## src/rtl/instr_encoder.sv

```systemverilog
// instr_encoder: maps a control-signal bundle back to its 6-bit opcode, packs the
// 32-bit instruction word and writes it to the instruction memory. It runs as a
// three-state FSM: IDLE (accept), ENC (lookup and register), WR (write strobe).
// Bundles that do not match any opcode set a sticky err and are never written.
module instr_encoder #(
  parameter int ADDR_W = 8
) (
  input  logic              clk,
  input  logic              rst,          // asynchronous, active-low
  input  logic              clear,
  input  logic              req_valid,
  output logic              req_ready,
  input  logic              mem_read,
  input  logic              mem_write,
  input  logic              wb_en,
  input  logic              is_immediate,
  input  logic              src2_check,
  input  logic [1:0]        br,
  input  logic [3:0]        exe_cmd,
  input  logic              shift_arith,
  input  logic [4:0]        dest,
  input  logic [4:0]        src1,
  input  logic [4:0]        src2,
  input  logic [15:0]       imm,
  output logic              im_wr_en,
  output logic [ADDR_W-1:0] im_addr,
  output logic [31:0]       im_wdata,
  output logic              err,
  output logic              full,
  output logic [ADDR_W:0]   count
);

  typedef enum logic [1:0] {IDLE, ENC, WR} state_t;

  typedef struct packed {
    logic        mr;
    logic        mw;
    logic        wb;
    logic        imm_en;
    logic [1:0]  br;
    logic [3:0]  cmd;
    logic        sa;
    logic        s2c;
    logic [4:0]  dest;
    logic [4:0]  src1;
    logic [4:0]  src2;
    logic [15:0] imm;
  } req_t;

  localparam logic [ADDR_W-1:0] LAST_ADDR = {ADDR_W{1'b1}};

  state_t            state_q, state_d;
  req_t              req_q, req_d, req_in;
  logic [31:0]       wdata_q, wdata_d;
  logic [ADDR_W-1:0] addr_q, addr_d;
  logic              full_q, full_d;
  logic              err_q, err_d;
  logic [ADDR_W:0]   cnt_q, cnt_d;

  logic              enc_legal;
  logic [5:0]        enc_op;
  logic [31:0]       enc_word;
  logic [6:0]        ctl;

  assign req_in = '{mr: mem_read, mw: mem_write, wb: wb_en, imm_en: is_immediate,
                    br: br, cmd: exe_cmd, sa: shift_arith, s2c: src2_check,
                    dest: dest, src1: src1, src2: src2, imm: imm};

  // control tuple used for the opcode-class lookup: {mr,mw,wb,imm,br,s2c}
  assign ctl = {req_q.mr, req_q.mw, req_q.wb, req_q.imm_en, req_q.br, req_q.s2c};

  // opcode lookup and field packing from the latched bundle
  always_comb begin
    enc_legal = 1'b0;
    enc_op    = 6'd0;
    enc_word  = 32'h0;
    case (ctl)
      7'b0010_00_1: begin  // R-type
        enc_legal = 1'b1;
        case (req_q.cmd)
          4'b0000: enc_op = 6'b000001;
          4'b0010: enc_op = 6'b000011;
          4'b0100: enc_op = 6'b000101;
          4'b0101: enc_op = 6'b000110;
          4'b0110: enc_op = 6'b000111;
          4'b0111: enc_op = 6'b001000;
          4'b1000: enc_op = req_q.sa ? 6'b001001 : 6'b001010;
          4'b1001: enc_op = 6'b001011;
          4'b1010: enc_op = 6'b001100;
          default: enc_legal = 1'b0;
        endcase
        enc_word = {enc_op, req_q.dest, req_q.src1, req_q.src2, 11'b0};
      end
      7'b0011_00_0: begin  // ADDI / SUBI
        enc_legal = 1'b1;
        case (req_q.cmd)
          4'b0000: enc_op = 6'b100000;
          4'b0010: enc_op = 6'b100001;
          default: enc_legal = 1'b0;
        endcase
        enc_word = {enc_op, req_q.dest, req_q.src1, req_q.imm};
      end
      7'b1011_00_0: begin  // LD
        enc_legal = (req_q.cmd == 4'b0000);
        enc_op    = 6'b100100;
        enc_word  = {enc_op, req_q.dest, req_q.src1, req_q.imm};
      end
      7'b0101_00_1: begin  // ST
        enc_legal = (req_q.cmd == 4'b0000);
        enc_op    = 6'b100101;
        enc_word  = {enc_op, req_q.src2, req_q.src1, req_q.imm};
      end
      7'b0001_01_0: begin  // BEZ
        enc_legal = (req_q.cmd == 4'b0000);
        enc_op    = 6'b101000;
        enc_word  = {enc_op, 5'b0, req_q.src1, req_q.imm};
      end
      7'b0001_10_1: begin  // BNE
        enc_legal = (req_q.cmd == 4'b0000);
        enc_op    = 6'b101001;
        enc_word  = {enc_op, req_q.src2, req_q.src1, req_q.imm};
      end
      7'b0001_11_0: begin  // JMP
        enc_legal = (req_q.cmd == 4'b0000);
        enc_op    = 6'b101010;
        enc_word  = {enc_op, 10'b0, req_q.imm};
      end
      7'b0000_00_0: begin  // NOP encodes as the all-zero word
        enc_legal = (req_q.cmd == 4'b0000);
        enc_word  = 32'h0;
      end
      default: enc_legal = 1'b0;
    endcase
  end

  // next-state and bookkeeping; clear overrides every transition
  always_comb begin
    state_d = state_q;
    req_d   = req_q;
    wdata_d = wdata_q;
    addr_d  = addr_q;
    full_d  = full_q;
    err_d   = err_q;
    cnt_d   = cnt_q;
    case (state_q)
      IDLE: begin
        if (req_valid && req_ready) begin
          req_d   = req_in;
          state_d = ENC;
        end
      end
      ENC: begin
        if (enc_legal) begin
          wdata_d = enc_word;
          state_d = WR;
        end else begin
          err_d   = 1'b1;
          state_d = IDLE;
        end
      end
      WR: begin
        state_d = IDLE;
        cnt_d   = cnt_q + 1'b1;
        // the last slot stays addressed once full so im_addr never wraps
        if (addr_q == LAST_ADDR) full_d = 1'b1;
        else                     addr_d = addr_q + 1'b1;
      end
      default: state_d = IDLE;
    endcase
    if (clear) begin
      state_d = IDLE;
      addr_d  = '0;
      full_d  = 1'b0;
      err_d   = 1'b0;
      cnt_d   = '0;
    end
  end

  // state and datapath registers
  always_ff @(posedge clk or negedge rst) begin
    if (!rst) begin
      state_q <= IDLE;
      req_q   <= '0;
      wdata_q <= 32'h0;
      addr_q  <= '0;
      full_q  <= 1'b0;
      err_q   <= 1'b0;
      cnt_q   <= '0;
    end else begin
      state_q <= state_d;
      req_q   <= req_d;
      wdata_q <= wdata_d;
      addr_q  <= addr_d;
      full_q  <= full_d;
      err_q   <= err_d;
      cnt_q   <= cnt_d;
    end
  end

  assign req_ready = (state_q == IDLE) && !full_q;
  // a write cycle that coincides with clear is dropped
  assign im_wr_en  = (state_q == WR) && !clear;
  assign im_addr   = addr_q;
  assign im_wdata  = wdata_q;
  assign err       = err_q;
  assign full      = full_q;
  assign count     = cnt_q;

endmodule

```

## config.mk

```make
export PLATFORM = sky130hd
export DESIGN_NAME = instr_encoder
export DESIGN_NICKNAME = d
export VERILOG_FILES = /design/src/rtl/instr_encoder.sv
export SDC_FILE = /design/constraint.sdc
export NUM_CORES = 1
export LEC_CHECK = 0
export BUFFER_PORTS_ARGS = -buffer_cell sky130_fd_sc_hd__buf_4
export CAP_MARGIN = 10
export CORE_MARGIN = 5
export CORE_UTILIZATION = 50
export DETAILED_ROUTE_END_ITERATION = 12
export HOLD_SLACK_MARGIN = 0.03
export PLACE_DENSITY = 0.81
export REMOVE_ABC_BUFFERS = 1
export SKIP_LAST_GASP = 1
export SYNTH_ARGS = -nofsm -noshare
export SYNTH_HDL_FRONTEND = slang
export SYNTH_SLANG_ARGS = --single-unit
```

## constraint.sdc

```tcl
create_clock -name clk -period 7.1 [get_ports clk]
set_input_delay 1.065 -clock clk [delete_from_list [all_inputs] [get_ports clk]]
set_output_delay 1.065 -clock clk [all_outputs]
set_load 0.03 [all_outputs]
```

==> metrics.csv, run 1 <==
metric,value,unit
status,completed,
number of global-route vias before repair,2988,
crit path capture type,register,
WP buf/inv,1,
chip width,103,um
vias after detailed routing,2956,
Finished Layout Cells,541,
worst vdd ir,0.120,mV
final period demand of the worst path,2.82,ns
final cycle utilization of the critical path,0.398,
Max-Cap Viols,0,
num rows,33,
CP max stage delay,0.52,ns
Syn Area/Cell,12.6,um2
H-tree Lvls,3,
#FFs+latches synth,95,
postcts setup bufs,0,
initial antenna violation count,0,
Crit Path Max Fanout,19,
worst slew pin tran,1.06,ns
CP cell instances,"or3b_1, nor3b_4, o31ai_2, a21o_1, buf_4, mux2_1",
Antenna Violating Nets Remaining,0,
total wire length,8840,um
drt pass-1 iters,4,
RSZ-0062 raised after global routing,no,
CTS tree,yes,
Port-buffer cells,98,
pwr dens,205,mW/mm2
placed cells,525,
Post-Syn Area,0.00429,mm2
Die Ht,103,um
Post-synth EDFFs,0,
Slowest cell on crit path,or3b_1,
worst setup path class,reg -> reg,
hold buffer count at CTS,0,
Post-Syn Instances,341,
final setup margin,4.28,ns
Max Root-Sink Buffers,2,
Worst Hold Class,reg -> reg,
kind of cell adding the most delay to the critical path,simple AND/OR/NAND/NOR gates,
layout cells sized above 1,0.420,
Starting DRT DRC Count,135,
post-synthesis sequential area ratio,0.555,
Max Clock Freq,354,MHz
crit path DAT,3.06,ns
Worst-Skew Late Latency,0.36,ns
"Reg clk slew, reported paths",0.09,ns
clock root cell,clkbuf_8,
Area Overhead vs Synth,22.6,%
Final Hold Fails,0,
pins over their slew limit,0,
GPL Wtd Cong,0.948,
"Distinct cells, synth",52,
initial core utilization,0.516,
# nets final,480,
Ys Warns,0,
IO Pins,100,
Fin Hold WS,0.499,ns
CP startpoint kind,register,
Hold Path Cell Cnt,1,
first-pass GRT wire length,14400,um
setup TNS,0,ns
hpwl dp,6510,um
number of antenna diodes,0,
final setup vio count,0,
skew final,0.0134,ns
R2R cell count,6,
Routed WL per cell,16.3,um
Worst path depth,6,
Resize count post-CTS,0,
DRC viols,0,
Required @ worst endpoint,7.34,ns
DP Worst Slack,4.26,ns
gr usage total,0.175,
cts bufs inserted,9,
largest net degree at the start of global routing,49,
vias per cell,5.46,
Die ar.,0.0105,mm2
worst relative slew slack,0.296,
Core Area,0.00830,mm2
total gr overflow,0,
fraction of registers with async set/reset,1.00,
Leakage,2.49,nW
"Top FF cell, synth",dfrtp_1,
clk sinks,95,
-- metal layers --
metal  part of all wire  GRT usage  routed length, um  vias up
met4              0.010     0.0605                 92        0
met1               0.43      0.235               3830     1440
met3              0.094     0.0521                828        8
met2               0.46      0.271               4090      106
met5                  0          0                  0        -
li1                   -          -                  -     1402
-- metrics by stage --
step           power, mW   util  area [um2]
4_1_cts             1.09  0.633        5250
6_report            1.08  0.633        5250
3_3_place_gp       0.753  0.611        5070
5_1_grt             1.13  0.633        5250
3_5_place_dp       0.758  0.611        5070
2_1_floorplan      0.699      -        4180
-- final timing paths --
kind | startpoint | endpoint | slack, ns
setup / recovery | ctl[4] | im_wdata[26] | 4.28
hold / removal | req_q[8] | im_wdata[8] | 0.50
setup reg to reg | ctl[4] | im_wdata[26] | 4.28
hold reg to reg | req_q[8] | im_wdata[8] | 0.50
max in group asynchronous | rst | ctl[5] | 5.38
min in group asynchronous | rst | im_addr[4] | 0.71
-- cells in the mapped netlist (3+ instances only) --
| master | n | area share |
|---|---|---|
| buf_1 | 3 | 0.0026 |
| nand2b_1 | 4 | 0.0058 |
| nor2b_1 | 6 | 0.0088 |
| xor2_1 | 7 | 0.014 |
| nand4_1 | 3 | 0.0044 |
| nand3_1 | 4 | 0.0047 |
| dfrtp_1 | 95 | 0.55 |
| and3_1 | 3 | 0.0044 |
| nand2_1 | 14 | 0.012 |
| a22o_1 | 28 | 0.057 |
| mux2_2 | 42 | 0.11 |
| clkbuf_1 | 10 | 0.0088 |
| a21oi_1 | 9 | 0.011 |
| nor2_1 | 24 | 0.021 |
| inv_1 | 4 | 0.0035 |
| or3_1 | 4 | 0.0058 |
| nor3_1 | 10 | 0.012 |
| o21ai_0 | 8 | 0.0093 |
| buf_2 | 6 | 0.0070 |
| mux2_4 | 13 | 0.046 |
| xnor2_1 | 7 | 0.014 |
-- power breakdown --
| group | switching (mW) | internal [mW] | total [mW] |
|---|---|---|---|
| clock network | 0.195 | 0.135 | 0.330 |
| logic | 0.0580 | 0.0723 | 0.130 |
| registers | 0.0382 | 0.578 | 0.616 |
| total | 0.291 | 0.785 | 1.08 |
-- logic make-up after synthesis --
logic type	share of synthesized area
other cells	0.000875
mux	0.164
simple gates	0.114
compound gates	0.104
buf+inv	0.0289
flops	0.555
fa+ha+maj	0.00584
xor+xnor	0.0286
-- flip-flops by register name, indices dropped and copies added, names as in the netlist --
register / flops
err: 1
count: 9
ctl: 7
full: 1
state_q: 2
im_wdata: 31
req_q: 36
im_addr: 8
-- layout make-up --
cell class                 count  area (um2)
fill                         668        3050
sequential                    95        2380
multi-input combinational    220        1790
timing repair buffer         101         758
tap                          105         131
clock buffer                   9         124
clock inverter                 7        61.3
inverter                       4        15.0
-- layout by cell type, fill, tap and decap left out, types with 5 or more instances in the layout --
cell        n
buf_4     101
dfrtp_1    95
mux2_2     42
a22o_1     28
nor2_1     24
nand2_1    14
mux2_4     13
nor3_1     10
a21oi_1     9
clkbuf_8    9
o21ai_0     8
xnor2_1     7
xor2_1      7
nor2b_1     6
inv_6       5
Power figures use the tool's default switching activity.
==> inputs of run 2 (changes only) <==
--- a/config.mk
+++ b/config.mk
@@ -5,13 +5,14 @@
 export SDC_FILE = /design/constraint.sdc
 export NUM_CORES = 1
 export LEC_CHECK = 0
+export ABC_AREA = 1
 export BUFFER_PORTS_ARGS = -buffer_cell sky130_fd_sc_hd__buf_4
 export CAP_MARGIN = 10
 export CORE_MARGIN = 5
 export CORE_UTILIZATION = 50
 export DETAILED_ROUTE_END_ITERATION = 12
 export HOLD_SLACK_MARGIN = 0.03
-export PLACE_DENSITY = 0.81
+export PLACE_DENSITY = 0.8
 export REMOVE_ABC_BUFFERS = 1
 export SKIP_LAST_GASP = 1
 export SYNTH_ARGS = -nofsm -noshare
==> constraint.sdc (replaced) <==
create_clock -name clk -period 2.7 [get_ports clk]
set_input_delay 0.405 -clock clk [delete_from_list [all_inputs] [get_ports clk]]
set_output_delay 0.405 -clock clk [all_outputs]
set_load 0.03 [all_outputs]
==> metrics.csv, run 2 <==
metric,value,unit,change
worst relative slew slack,0.567,,+0.271
area share of the largest cell type after synthesis,0.504,,-0.0505
Setup crit end,im_wr_en,,
Core Area,0.00920,mm2,+11%
number of antenna diodes,0,,unchanged
Leakage,3.10,nW,+24%
IO Pins,100,,unchanged
Resize count post-CTS,0,,unchanged
crit path DAT,1.65,ns,-1.41 ns
final cycle utilization of the critical path,0.760,,
RSZ-0062 raised after global routing,no,,
Final Power,2.92,mW,+170%
Syn Area/Cell,7.79,um2,-38%
Post-synth EDFFs,0,,unchanged
initial core utilization,0.513,,-0.00370
Port-buffer cells,98,,unchanged
setup TNS,0,ns,unchanged
fillers,806,,+21%
clock root cell,clkbuf_8,,
final setup vio count,0,,unchanged
cts bufs inserted,9,,unchanged
DRC viols,0,,unchanged
hpwl dp,8720,um,+34%
Fin Hold WS,0.0247,ns,-0.474 ns
total wire length,11800,um,+33%
fraction of registers with async set/reset,1.00,,unchanged
Worst Hold Class,in -> async,,
postcts setup bufs,0,,unchanged
skew final,0.00940,ns,-0.00401 ns
pwr dens,511,mW/mm2,+150%
"most common cell after layout, fill and taps aside",nand2_1,,
worst vdd ir,0.243,mV,+100%
Post-Syn Area,0.00471,mm2,+10%
final period demand of the worst path,2.05,ns,
post-synthesis sequential area ratio,0.504,,-0.0505
# nets final,748,,+56%
R2R cell count,10,,+4
vias after detailed routing,4349,,+47%
Routed WL per cell,14.4,um,-12%
Crit Path Max Fanout,6,,-13
Antenna Violating Nets Remaining,0,,unchanged
hold buffer count at CTS,0,,unchanged
Max Clock Freq,487,MHz,
worst setup path class,reg -> out,,
Starting DRT DRC Count,314,,+130%
Final Hold Fails,0,,unchanged
reg2reg setup slack,0.69,ns,-3.59 ns
"Reg clk slew, reported paths",0.09,ns,about the same
Ys Warns,0,,unchanged
placed cells,799,,+52%
num rows,35,,+6.1%
largest cells by area after synthesis,"dfrtp_1, nand2_1, nand3_1",,
"area leader, netlist",dfrtp_1,,
Worst setup startpoint,state_q[0],,
Max-Cap Viols,0,,unchanged
Post-Syn Instances,605,,+77%
initial antenna violation count,0,,unchanged
gr usage total,0.215,,+0.0402
GPL Wtd Cong,0.927,,-2.3%
Required @ worst endpoint,2.30,ns,-5.04 ns
critical register-to-register path endpoint,im_wdata[14],,
Finished Layout Cells,814,,+50%
largest net degree at the start of global routing,46,,-6.1%
Largest Register,req_q,,
sequential cell area,0.00238,mm2,unchanged
status,completed,,
Die Ht,107,um,+4.4%
Area Overhead vs Synth,21.3,%,
CTS tree,yes,,
number of global-route vias before repair,4313,,+44%
CP startpoint kind,register,,
"Core Util, Final",0.622,,-0.0111
crit path capture type,primary output,,
total gr overflow,0,,unchanged
vias per cell,5.34,,-2.2%
#FFs+latches synth,95,,unchanged
H-tree Lvls,3,,unchanged
Die ar.,0.0115,mm2,+9.0%
Max Root-Sink Buffers,2,,unchanged
first-pass GRT wire length,19900,um,+39%
Commonest cells post-synth,"nand2_1, dfrtp_1, nand3_1",,
max FFs per register,36,,unchanged
layout cells sized above 1,0.205,,-0.215
"count leader, synth",nand2_1,,
worst flop-to-flop path startpoint,ctl[4],,
pins over their slew limit,0,,unchanged
Worst-Skew Late Latency,0.37,ns,about the same
drt pass-1 iters,5,,+1
worst slew pin tran,0.648,ns,-0.407 ns
"Distinct cells, synth",29,,-44%
most frequent cells in the layout,"nand2_1, buf_4, dfrtp_1",,
Multi-input gate area,0.00200,mm2,+12%
chip width,107,um,+4.4%
"Top FF cell, synth",dfrtp_1,,
clk sinks,95,,unchanged
[run 2: layout make-up]
type / count / area share
sequential: 95 / 0.416
clock inverter: 6 / 0.0125
timing repair buffer: 105 / 0.140
tap: 111 / 0.0243
multi-input combinational: 433 / 0.350
clock buffer: 9 / 0.0217
inverter: 55 / 0.0361
[run 2: logic make-up (layout without fill, tap and decap cells)]
logic type,Yosys count,in the layout,share of synthesized area
AOI/OAI and AO/OA,88,88,0.104
xor gates and xnor gates,3,3,0.00557
adders and majority gates,2,2,0.00531
buffers and inverters,77,175,0.0722
DFF,95,95,0.504
other,1,1,0.000795
and+or+nand+nor,339,339,0.308
[run 2: power breakdown]
part	switching (mW)	leakage (nW)	internal [mW]
registers	0.0590	1.25	1.51
logic	0.270	1.75	0.150
clock network	0.506	0.0919	0.429
total	0.835	3.10	2.09
[run 2: how the worst min path moves through the flow]
stage	from	to	slack, ns
after floorplan	rst	count[0]	0.11
after global placement	rst	im_addr[4]	0.43
after global routing	rst	count[8]	0.07
after detailed placement	rst	im_addr[6]	0.44
final	rst	im_addr[6]	0.02
after CTS	rst	count[7]	0.05
[run 2: metrics by stage]
step / area, um2 / setup slack (ns)
2_1_floorplan: 4580 / -0.173
3_3_place_gp: 5520 / 0.808
3_5_place_dp: 5520 / 0.727
4_1_cts: 5720 / 0.648
5_1_grt: 5720 / 0.508
6_report: 5720 / 0.649
[run 2: routing by layer]
metal	track usage	wire length, um
met1	0.278	5020
met2	0.357	5660
met3	0.0439	818
met4	0.0767	261
met5	0	0
[run 2: worst max-delay path: stages, from the launching register on]
cell and delay, ns:
dfrtp_1 0.39, inv_1 0.09, nand2_1 0.11, inv_1 0.18, nand2_1 0.13, inv_1 0.19, buf_4 0.20
